## config.mk

```make
export PLATFORM = sky130hd
export DESIGN_NAME = ysyx_22050710_sram_axi_bridge
export DESIGN_NICKNAME = d
export VERILOG_FILES = /design/src/rtl/ysyx_22050710_sram_axi_bridge.sv
export SDC_FILE = /design/constraint.sdc
export NUM_CORES = 1
export LEC_CHECK = 0
export ABC_AREA = 1
export BUFFER_PORTS_ARGS = -buffer_cell sky130_fd_sc_hd__buf_2
export CORE_AREA = 2 2 225 227
export DETAILED_ROUTE_END_ITERATION = 16
export DIE_AREA = 0 0 227 229
export PLACE_DENSITY_LB_ADDON = 0.08
export SLEW_MARGIN = 20
export SYNTH_ARGS = -nofsm -noshare
export SYNTH_HDL_FRONTEND = slang
export SYNTH_SLANG_ARGS = --single-unit
```

## constraint.sdc

```tcl
create_clock -name i_clk -period 5.1 [get_ports i_clk]
set_clock_uncertainty 0.2 [all_clocks]
set_input_delay 1.02 -clock i_clk [delete_from_list [all_inputs] [get_ports i_clk]]
set_output_delay 1.02 -clock i_clk [all_outputs]
set_load 0.01 [all_outputs]
```

## src/rtl/ysyx_22050710_sram_axi_bridge.sv

```systemverilog
// Bridges the core's inst and data SRAM-like ports onto a single AXI4-Lite master.
// Data requests take priority; one transaction is in flight at a time.
module ysyx_22050710_sram_axi_bridge #(
   parameter int unsigned SRAM_ADDR_WD  = 32,
   parameter int unsigned SRAM_DATA_WD  = 64,
   parameter int unsigned SRAM_WMASK_WD = 8
) (
   input  logic                     i_clk,
   input  logic                     i_rst_n,
   // inst SRAM-like slave
   input  logic                     i_inst_sram_req,
   input  logic                     i_inst_sram_op,
   input  logic [1:0]               i_inst_sram_size,
   input  logic [SRAM_ADDR_WD-1:0]  i_inst_sram_addr,
   input  logic [SRAM_WMASK_WD-1:0] i_inst_sram_wstrb,
   input  logic [SRAM_DATA_WD-1:0]  i_inst_sram_wdata,
   output logic                     o_inst_sram_addr_ok,
   output logic                     o_inst_sram_data_ok,
   output logic [SRAM_DATA_WD-1:0]  o_inst_sram_rdata,
   // data SRAM-like slave
   input  logic                     i_data_sram_req,
   input  logic                     i_data_sram_op,
   input  logic [1:0]               i_data_sram_size,
   input  logic [SRAM_ADDR_WD-1:0]  i_data_sram_addr,
   input  logic [SRAM_WMASK_WD-1:0] i_data_sram_wstrb,
   input  logic [SRAM_DATA_WD-1:0]  i_data_sram_wdata,
   output logic                     o_data_sram_addr_ok,
   output logic                     o_data_sram_data_ok,
   output logic [SRAM_DATA_WD-1:0]  o_data_sram_rdata,
   // AXI read address / data
   output logic [SRAM_ADDR_WD-1:0]  o_axi_araddr,
   output logic [2:0]               o_axi_arsize,
   output logic                     o_axi_arvalid,
   input  logic                     i_axi_arready,
   input  logic [SRAM_DATA_WD-1:0]  i_axi_rdata,
   input  logic [1:0]               i_axi_rresp,
   input  logic                     i_axi_rvalid,
   output logic                     o_axi_rready,
   // AXI write address / data / response
   output logic [SRAM_ADDR_WD-1:0]  o_axi_awaddr,
   output logic [2:0]               o_axi_awsize,
   output logic                     o_axi_awvalid,
   input  logic                     i_axi_awready,
   output logic [SRAM_DATA_WD-1:0]  o_axi_wdata,
   output logic [SRAM_WMASK_WD-1:0] o_axi_wstrb,
   output logic                     o_axi_wvalid,
   input  logic                     i_axi_wready,
   input  logic [1:0]               i_axi_bresp,
   input  logic                     i_axi_bvalid,
   output logic                     o_axi_bready,
   output logic                     o_bus_err
);

   typedef enum logic [2:0] {IDLE, RADDR, RDATA, WREQ, WRESP} state_t;

   state_t                   r_state;
   logic [SRAM_ADDR_WD-1:0]  r_addr;
   logic [1:0]               r_size;
   logic [SRAM_WMASK_WD-1:0] r_wstrb;
   logic [SRAM_DATA_WD-1:0]  r_wdata;
   logic                     r_owner_data;
   logic                     r_aw_done;
   logic                     r_w_done;

   logic w_idle;
   logic w_grant_data;
   logic w_grant_inst;
   logic w_aw_hs;
   logic w_w_hs;
   logic w_aw_fin;
   logic w_w_fin;
   logic w_r_fin;
   logic w_b_fin;
   logic w_unused;

   // Write-side inputs of the inst port carry no meaning: every inst access is a read.
   assign w_unused = ^{i_inst_sram_op, i_inst_sram_wstrb, i_inst_sram_wdata};

   assign w_idle       = (r_state == IDLE) & i_rst_n;
   assign w_grant_data = w_idle & i_data_sram_req;
   assign w_grant_inst = w_idle & ~i_data_sram_req & i_inst_sram_req;

   assign w_aw_hs  = o_axi_awvalid & i_axi_awready;
   assign w_w_hs   = o_axi_wvalid & i_axi_wready;
   assign w_aw_fin = r_aw_done | w_aw_hs;
   assign w_w_fin  = r_w_done | w_w_hs;
   assign w_r_fin  = (r_state == RDATA) & i_axi_rvalid;
   assign w_b_fin  = (r_state == WRESP) & i_axi_bvalid;

   always_ff @(posedge i_clk or negedge i_rst_n) begin
      if (!i_rst_n) begin
         r_state      <= IDLE;
         r_addr       <= '0;
         r_size       <= '0;
         r_wstrb      <= '0;
         r_wdata      <= '0;
         r_owner_data <= 1'b0;
         r_aw_done    <= 1'b0;
         r_w_done     <= 1'b0;
      end else begin
         case (r_state)
            IDLE: begin
               if (w_grant_data) begin
                  r_addr       <= i_data_sram_addr;
                  r_size       <= i_data_sram_size;
                  r_wstrb      <= i_data_sram_wstrb;
                  r_wdata      <= i_data_sram_wdata;
                  r_owner_data <= 1'b1;
                  r_state      <= i_data_sram_op ? WREQ : RADDR;
               end else if (w_grant_inst) begin
                  r_addr       <= i_inst_sram_addr;
                  r_size       <= i_inst_sram_size;
                  r_owner_data <= 1'b0;
                  r_state      <= RADDR;
               end
            end
            RADDR: if (i_axi_arready) r_state <= RDATA;
            RDATA: if (i_axi_rvalid)  r_state <= IDLE;
            WREQ: begin
               // AW and W may complete in either order or together.
               if (w_aw_fin && w_w_fin) begin
                  r_aw_done <= 1'b0;
                  r_w_done  <= 1'b0;
                  r_state   <= WRESP;
               end else begin
                  if (w_aw_hs) r_aw_done <= 1'b1;
                  if (w_w_hs)  r_w_done  <= 1'b1;
               end
            end
            WRESP: if (i_axi_bvalid) r_state <= IDLE;
            default: r_state <= IDLE;
         endcase
      end
   end

   assign o_inst_sram_addr_ok = w_grant_inst;
   assign o_data_sram_addr_ok = w_grant_data;
   assign o_inst_sram_data_ok = w_r_fin & ~r_owner_data;
   assign o_data_sram_data_ok = (w_r_fin & r_owner_data) | w_b_fin;
   assign o_inst_sram_rdata   = (w_r_fin & ~r_owner_data) ? i_axi_rdata : '0;
   assign o_data_sram_rdata   = (w_r_fin & r_owner_data) ? i_axi_rdata : '0;

   assign o_axi_araddr  = r_addr;
   assign o_axi_arsize  = {1'b0, r_size};
   assign o_axi_arvalid = (r_state == RADDR);
   assign o_axi_rready  = (r_state == RDATA);

   assign o_axi_awaddr  = r_addr;
   assign o_axi_awsize  = {1'b0, r_size};
   assign o_axi_awvalid = (r_state == WREQ) & ~r_aw_done;
   assign o_axi_wdata   = r_wdata;
   assign o_axi_wstrb   = r_wstrb;
   assign o_axi_wvalid  = (r_state == WREQ) & ~r_w_done;
   assign o_axi_bready  = (r_state == WRESP);

   assign o_bus_err = (w_r_fin & (i_axi_rresp != 2'b00)) | (w_b_fin & (i_axi_bresp != 2'b00));

endmodule

```

==> impl_metrics.py, run 1 <==
metrics = {
    "status": {
        "outcome": "completed",
    },
    "pwr": {
        "p_clk_share_pct": 18.1,
        "p_sw_share_pct": 43.3,
        "p_per_area_nw_per_um2": 484,
        "leakagePower_nw": 5.36,
        "p_int_w": 0.00247,
        "ir_drop_mv": 0.170,
        "p_switching_w": 0.00189,
        "seq_power_share_pct": 36.8,
        "p_comb_share_pct": 45.1,
    },
    "sta": {
        "rsz0062_at_grt": "no",
        "tightest_slew_ps": 1080,
        "finalCritPeriodShare_pct": 72.3,
        "fin_crit_ps": 3690,
        "tns_ps": 0,
        "setup_viol": 0,
        "hold_viol": 0,
        "slew_violations": 0,
        "timing.fmax_ghz": 0.271,
        "relSlewSlack_pct": 27.9,
        "holdWs_ps": 277,
    },
    "clock_network": {
        "cts_buffer_depth": 2,
        "cts_resized": 0,
        "post_cts_buffers": 0,
        "cts_tree": "yes",
        "h-tree-depth": 3,
        "cts_hold_buf": 0,
        "path_clk_slew_ps": 80,
        "clkLatencyLatePin_ps": 380,
        "cts.sinks": 112,
        "numCtsBuffers": 9,
        "cts-root-buf": "clkbuf_16",
    },
    "cells_and_area": {
        "nets": 1518,
        "final_common_cell": "buf_2",
        "register_area_um2": 2800,
        "nFillCells": 5804,
        "drive_gt1_share_pct": 44.6,
        "syn_to_final_growth_pct": 51.7,
        "multi_input_area_um2": 2210,
        "final_cell_mix": "buf_2, nand2_1, nor2_1",
    },
    "global_route": {
        "gr-usage-met2_pct": 17.9,
        "grt_pass1_wl_mm": 38.5,
        "grt_use_met3_pct": 3.86,
        "antenna_found_initial": 9,
        "grt-ovfl-total": 0,
        "grt_usage_pct": 10.1,
        "grt_pass1_vias": 6303,
        "busiest_layer": "met2",
        "grt_max_degree": 110,
        "grt_use_met1_pct": 10.4,
    },
    "routing": {
        "drc": 0,
        "wire_per_inst_um": 14.2,
        "wl_mm": 27.1,
        "ant_nets": 0,
        "route.vias.total": 6392,
        "first_pass_iters": 4,
        "first_iter_violations": 132,
        "via_per_inst": 3.35,
    },
    "synth": {
        "avgSynthCellArea_um2": 7.46,
        "seq_area_frac_synth_pct": 47.2,
        "syn-cell-area_um2": 5940,
        "ys_warn_count": 0,
        "synth_seq_cells": 112,
        "synthDistinctLibCells": 25,
        "synthCells": 796,
    },
    "worst_setup_path": {
        "end_kind": "output port",
        "crit_fanout": 29,
        "ff2ff_path_depth": 6,
        "cp.required_ps": 3880,
        "arrival_ps": 2470,
        "critical_path_class": "flop to output port",
        "start_kind": "flop",
    },
    "floorplan": {
        "die_h_um": 229,
        "io_pins": 571,
        "start_util_pct": 12.0,
        "core-area_um2": 49700,
        "num_rows": 82,
        "fp.dieW_um": 227,
        "die_area_um2": 52000,
    },
    "placement": {
        "hpwl_mm": 20.5,
        "io_buffers": 495,
        "place.gp.congestion": 0.749,
    },
    "worst_hold_path": {
        "hold_path_depth": 2,
        "hp-class": "flop to flop",
    },
    "run": {
        "max_cap_violations": 0,
    },
}
[sequential cells by signal, indices dropped and copies added (netlist names)]
register	flops
r_owner_data	1
r_state	3
r_w_done	1
o_axi_wstrb	8
o_axi_wdata	64
r_size	2
o_axi_araddr	32
r_aw_done	1
[worst max-delay path, cell delays in order, from the launching register on]
cell and delay, ps:
dfrtp_1 590, inv_2 120, nor3_4 170, nand2_2 90, inv_2 70, nand2_2 370, nor2_1 470, buf_2 210
[layer usage]
metal | wire length (um) | vias to the layer above | share of wire, %
li1 | - | 3211 | -
met1 | 10100 | 2816 | 37
met2 | 13400 | 312 | 49
met3 | 2640 | 41 | 9.8
met4 | 820 | 12 | 3.0
met5 | 75 | - | 0.28
[cells in the mapped netlist]
library cell | number | area (um2)
a21oi_1 | 2 | 10.0
a31oi_1 | 34 | 213
buf_2 | 16 | 80.1
buf_4 | 44 | 330
buf_6 | 19 | 214
buf_8 | 1 | 15.0
clkbuf_1 | 1 | 3.75
conb_1 | 1 | 3.75
dfrtp_1 | 112 | 2800
inv_1 | 71 | 267
inv_2 | 4 | 15.0
inv_6 | 1 | 8.76
nand2_1 | 300 | 1130
nand2_2 | 2 | 12.5
nand3_1 | 3 | 15.0
nand3b_1 | 1 | 7.51
nand4_1 | 4 | 25.0
nand4_2 | 1 | 12.5
nand4_4 | 1 | 21.3
nor2_1 | 149 | 559
nor2_2 | 21 | 131
nor2_8 | 1 | 20.0
nor3_1 | 3 | 15.0
nor3_4 | 1 | 16.3
o21ai_0 | 3 | 15.0
[metrics by stage]
step | cells | total power (W) | instance area, um2 | utilization (%) | setup WS [ps]
after CTS | 1904 | 0.00450 | 9000 | 18.1 | 1290
after global placement | 1888 | 0.00368 | 8690 | 17.5 | 1480
after floorplan | 797 | 0.00286 | 5940 | - | 2200
after global routing | 1906 | 0.00475 | 9010 | 18.1 | 1210
after detailed placement | 1888 | 0.00366 | 8690 | 17.5 | 1510
final | 1906 | 0.00436 | 9010 | 18.1 | 1410
[power groups by stage]
| stage | Clock (W) | Sequential [W] | Combinational [W] |
|---|---|---|---|
| floorplan | 0 | 0.00176 | 0.00110 |
| global placement | 0 | 0.00163 | 0.00206 |
| detailed placement | 0 | 0.00162 | 0.00204 |
| CTS | 0.000853 | 0.00162 | 0.00203 |
| global route | 0.000872 | 0.00167 | 0.00221 |
| finish | 0.000788 | 0.00160 | 0.00197 |
[final cells by class]
cell class,instances,share of cell area (%)
repair buffers,500,28.2
flip-flops and latches,112,31.1
well taps,672,9.33
diodes,2,0.0556
multi-input cells,528,24.6
clock inverters,7,0.972
clock buffers,9,2.50
inverters,76,3.22
[cell families after synthesis]
family / after synthesis / share of synthesized area, %
other: 1 / 0.0631
buffers and inverters: 157 / 15.7
AOI/OAI and AO/OA: 39 / 4.00
DFF: 112 / 47.2
and+or+nand+nor: 487 / 33.0
[worst paths after layout]
| check | from | endpoint | slack (ps) |
|---|---|---|---|
| max | r_state[1] | o_data_sram_rdata[4] | 1410 |
| min | o_axi_wdata[49] | o_axi_wdata[49] | 280 |
| max reg2reg | r_state[0] | o_axi_araddr[19] | 2520 |
| min reg2reg | o_axi_wdata[49] | o_axi_wdata[49] | 280 |
| max in group asynchronous | i_rst_n | o_axi_wdata[7] | 2710 |
| min in group asynchronous | i_rst_n | o_axi_araddr[6] | 670 |
(Power assumes the default switching activity.)
==> run 2: changes to the inputs <==
ABC_AREA = 0   (was 1)
CORE_AREA = 2 2 224 226   (was 2 2 225 227)
DIE_AREA = 0 0 226 228   (was 0 0 227 229)
clock period = 3.15 ns   (was 5.1 ns; I/O delays follow)
==> run 2 against run 1 <==
Net effect: global-route usage down 0.68 points; via count shrank 16%; non-clock buffer count increased by 9; cell area up 4.2%; clock power is 61% higher; core utilization grew 0.88 points; total power up 68%.
==> impl_metrics.py, run 2 <==
metrics = {
    "sta": {
        "tightest_slew_ps": 621,
        "relSlewSlack_pct": 58.6,
        "tns_ps": 0,
        "rsz0062_at_grt": "no",
        "fin_crit_ps": 2810,
        "timing.fmax_ghz": 0.356,
        "finalCritPeriodShare_pct": 89.2,
        "setup_viol": 0,
        "slew_violations": 0,
        "hold_viol": 0,
    },
    "synth": {
        "synth_seq_cells": 112,
        "ys_warn_count": 0,
        "yosys_most_used_dff": "dfrtp_1",
        "synthCells": 531,
        "yosysMostFrequentCell": "and2_1",
        "synthDistinctLibCells": 34,
        "avgSynthCellArea_um2": 11.4,
        "seq_area_frac_synth_pct": 46.5,
        "syn-cell-area_um2": 6030,
        "synthArstFlopShare_pct": 100,
        "synth_edf_count": 0,
        "synth_common_cells": "and2_1, dfrtp_1, mux2_4",
        "synth_area_leaders": "dfrtp_1, mux2_4, and2_1, mux2i_1, buf_4",
        "yosys.area.top_type": "dfrtp_1",
        "synth_top_area_share_pct": 46.5,
    },
    "pwr": {
        "leakagePower_nw": 5.25,
        "totalPowerFinal_w": 0.00731,
        "p_per_area_nw_per_um2": 779,
        "ir_drop_mv": 0.279,
    },
    "worst_setup_path": {
        "max_stage_delay_ps": 570,
        "end_kind": "output port",
        "rr_startpoint": "r_state[0]",
        "ff2ff_path_depth": 5,
        "crit_family": "buffers and inverters",
        "arrival_ps": 1980,
        "cp.buffers_inverters": 4,
        "start_kind": "input port",
        "crit_fanout": 23,
        "critPathSlowestCell": "dlygate4sd3_1",
        "ff2ff_setup_slack_ps": 900,
        "critical_path_class": "input port to output port",
        "r2r_end": "o_axi_wdata[50]",
        "cp.required_ps": 2320,
        "crit_chain": "dlygate4sd3_1 -> buf_6 -> nand3_4 -> inv_1 -> buf_2",
    },
    "placement": {
        "dp_cells": 1640,
        "placed_area_um2": 9060,
        "hpwl_mm": 19.9,
        "io_buffers": 495,
        "place.gp.congestion": 0.701,
    },
    "routing": {
        "wire_per_inst_um": 15.2,
        "route.vias.total": 5383,
        "ant_nets": 0,
        "via_per_inst": 3.25,
        "first_iter_violations": 127,
        "first_pass_iters": 4,
        "drc": 0,
        "wl_mm": 25.2,
    },
    "clock_network": {
        "post_cts_buffers": 0,
        "cts.sinks": 112,
        "numCtsBuffers": 9,
        "cts-root-buf": "clkbuf_16",
        "h-tree-depth": 3,
        "path_clk_slew_ps": 90,
        "cts_tree": "yes",
        "cts_buffer_depth": 2,
        "clkLatencyLatePin_ps": 380,
    },
    "floorplan": {
        "io_pins": 571,
        "start_util_pct": 12.2,
        "fp.dieW_um": 226,
        "die_h_um": 228,
        "num_rows": 82,
        "core-area_um2": 49300,
        "die_area_um2": 51500,
    },
    "run": {
        "max_cap_violations": 0,
    },
    "global_route": {
        "grt-ovfl-total": 0,
        "antenna_found_initial": 1,
        "grt_pass1_wl_mm": 35.3,
        "grt_max_degree": 69,
        "grt_pass1_vias": 5436,
        "grt_usage_pct": 9.40,
    },
    "worst_hold_path": {
        "hold_path_depth": 2,
        "hold_start": "i_data_sram_wdata[36]",
        "hp-class": "input port to flop",
        "holdPathEnd": "o_axi_wdata[36]",
    },
    "cells_and_area": {
        "nets": 1271,
        "syn_to_final_growth_pct": 55.6,
        "final_common_cell": "buf_2",
        "final_cell_mix": "buf_2, and2_1, dfrtp_1",
        "largest_reg_flops": 64,
        "final_cells": 1658,
        "drive_gt1_share_pct": 61.0,
        "fin_area_um2": 9390,
    },
    "status": {
        "outcome": "completed",
    },
}
-- run 2: final cells by class --
class,instances,area [um2]
Inverter,1,3.75
Fill cell,5526,40000
Tap cell,672,841
Clock buffer,9,225
Antenna cell,1,2.50
Clock inverter,7,88.8
Multi-Input combinational cell,347,2770
Timing Repair Buffer,509,2650
Sequential cell,112,2800
-- run 2: cells by family after synthesis --
kind of cell / count (synthesis) / share of synthesized area, %
AOI/OAI and AO/OA: 44 / 3.96
other: 1 / 0.0622
buffers and inverters: 73 / 8.05
and+or+nand+nor: 194 / 18.6
muxes: 107 / 22.9
DFF: 112 / 46.5
-- run 2: per-stage QoR --
step                worst slack (ps)  hold slack (ps)  util (%)
finish                           339              264      19.0
global route                     192              236      19.0
CTS                              271              228      19.0
detailed placement               693              286      18.4
global placement                 702              287      18.4
floorplan                        896              134         -
-- run 2: how the worst max path moves through the flow --
| stage | start | to | slack (ps) | cells after the start |
|---|---|---|---|---|
| after global placement | i_rst_n | o_axi_araddr[4] | 700 | 6 |
| after floorplan | r_state[1] | o_data_sram_rdata[13] | 900 | 5 |
| after detailed placement | i_rst_n | o_axi_araddr[28] | 690 | 6 |
| after global routing | r_state[0] | o_inst_sram_rdata[34] | 190 | 6 |
| after CTS | i_rst_n | o_data_sram_addr_ok | 270 | 5 |
| final | i_rst_n | o_data_sram_addr_ok | 340 | 5 |
-- run 2: per-layer routing --
layer	GRT usage (%)	wire length [um]	up-vias
li1	-	-	2613
met1	10.1	9670	2457
met2	16.8	12500	297
met3	3.71	2590	14
met4	2.92	348	2
met5	0	18	-
-- run 2: worst reg2reg max path, stage by stage (launching register included) --
cell	delay (ps)
dfrtp_1	390
buf_4	180
nor3_4	360
nand3_4	260
buf_4	370
mux2_4	380
-- run 2: where the power goes --
part / switching, W / internal, W
clock network: 0.000635 / 0.000635
logic: 0.00170 / 0.00173
registers: 0.000459 / 0.00215
-- run 2: timing repair --
action	in CTS	in global routing
endpoints found under the hold margin	17	0
gates resized for setup	0	0
hold buffers	1	0
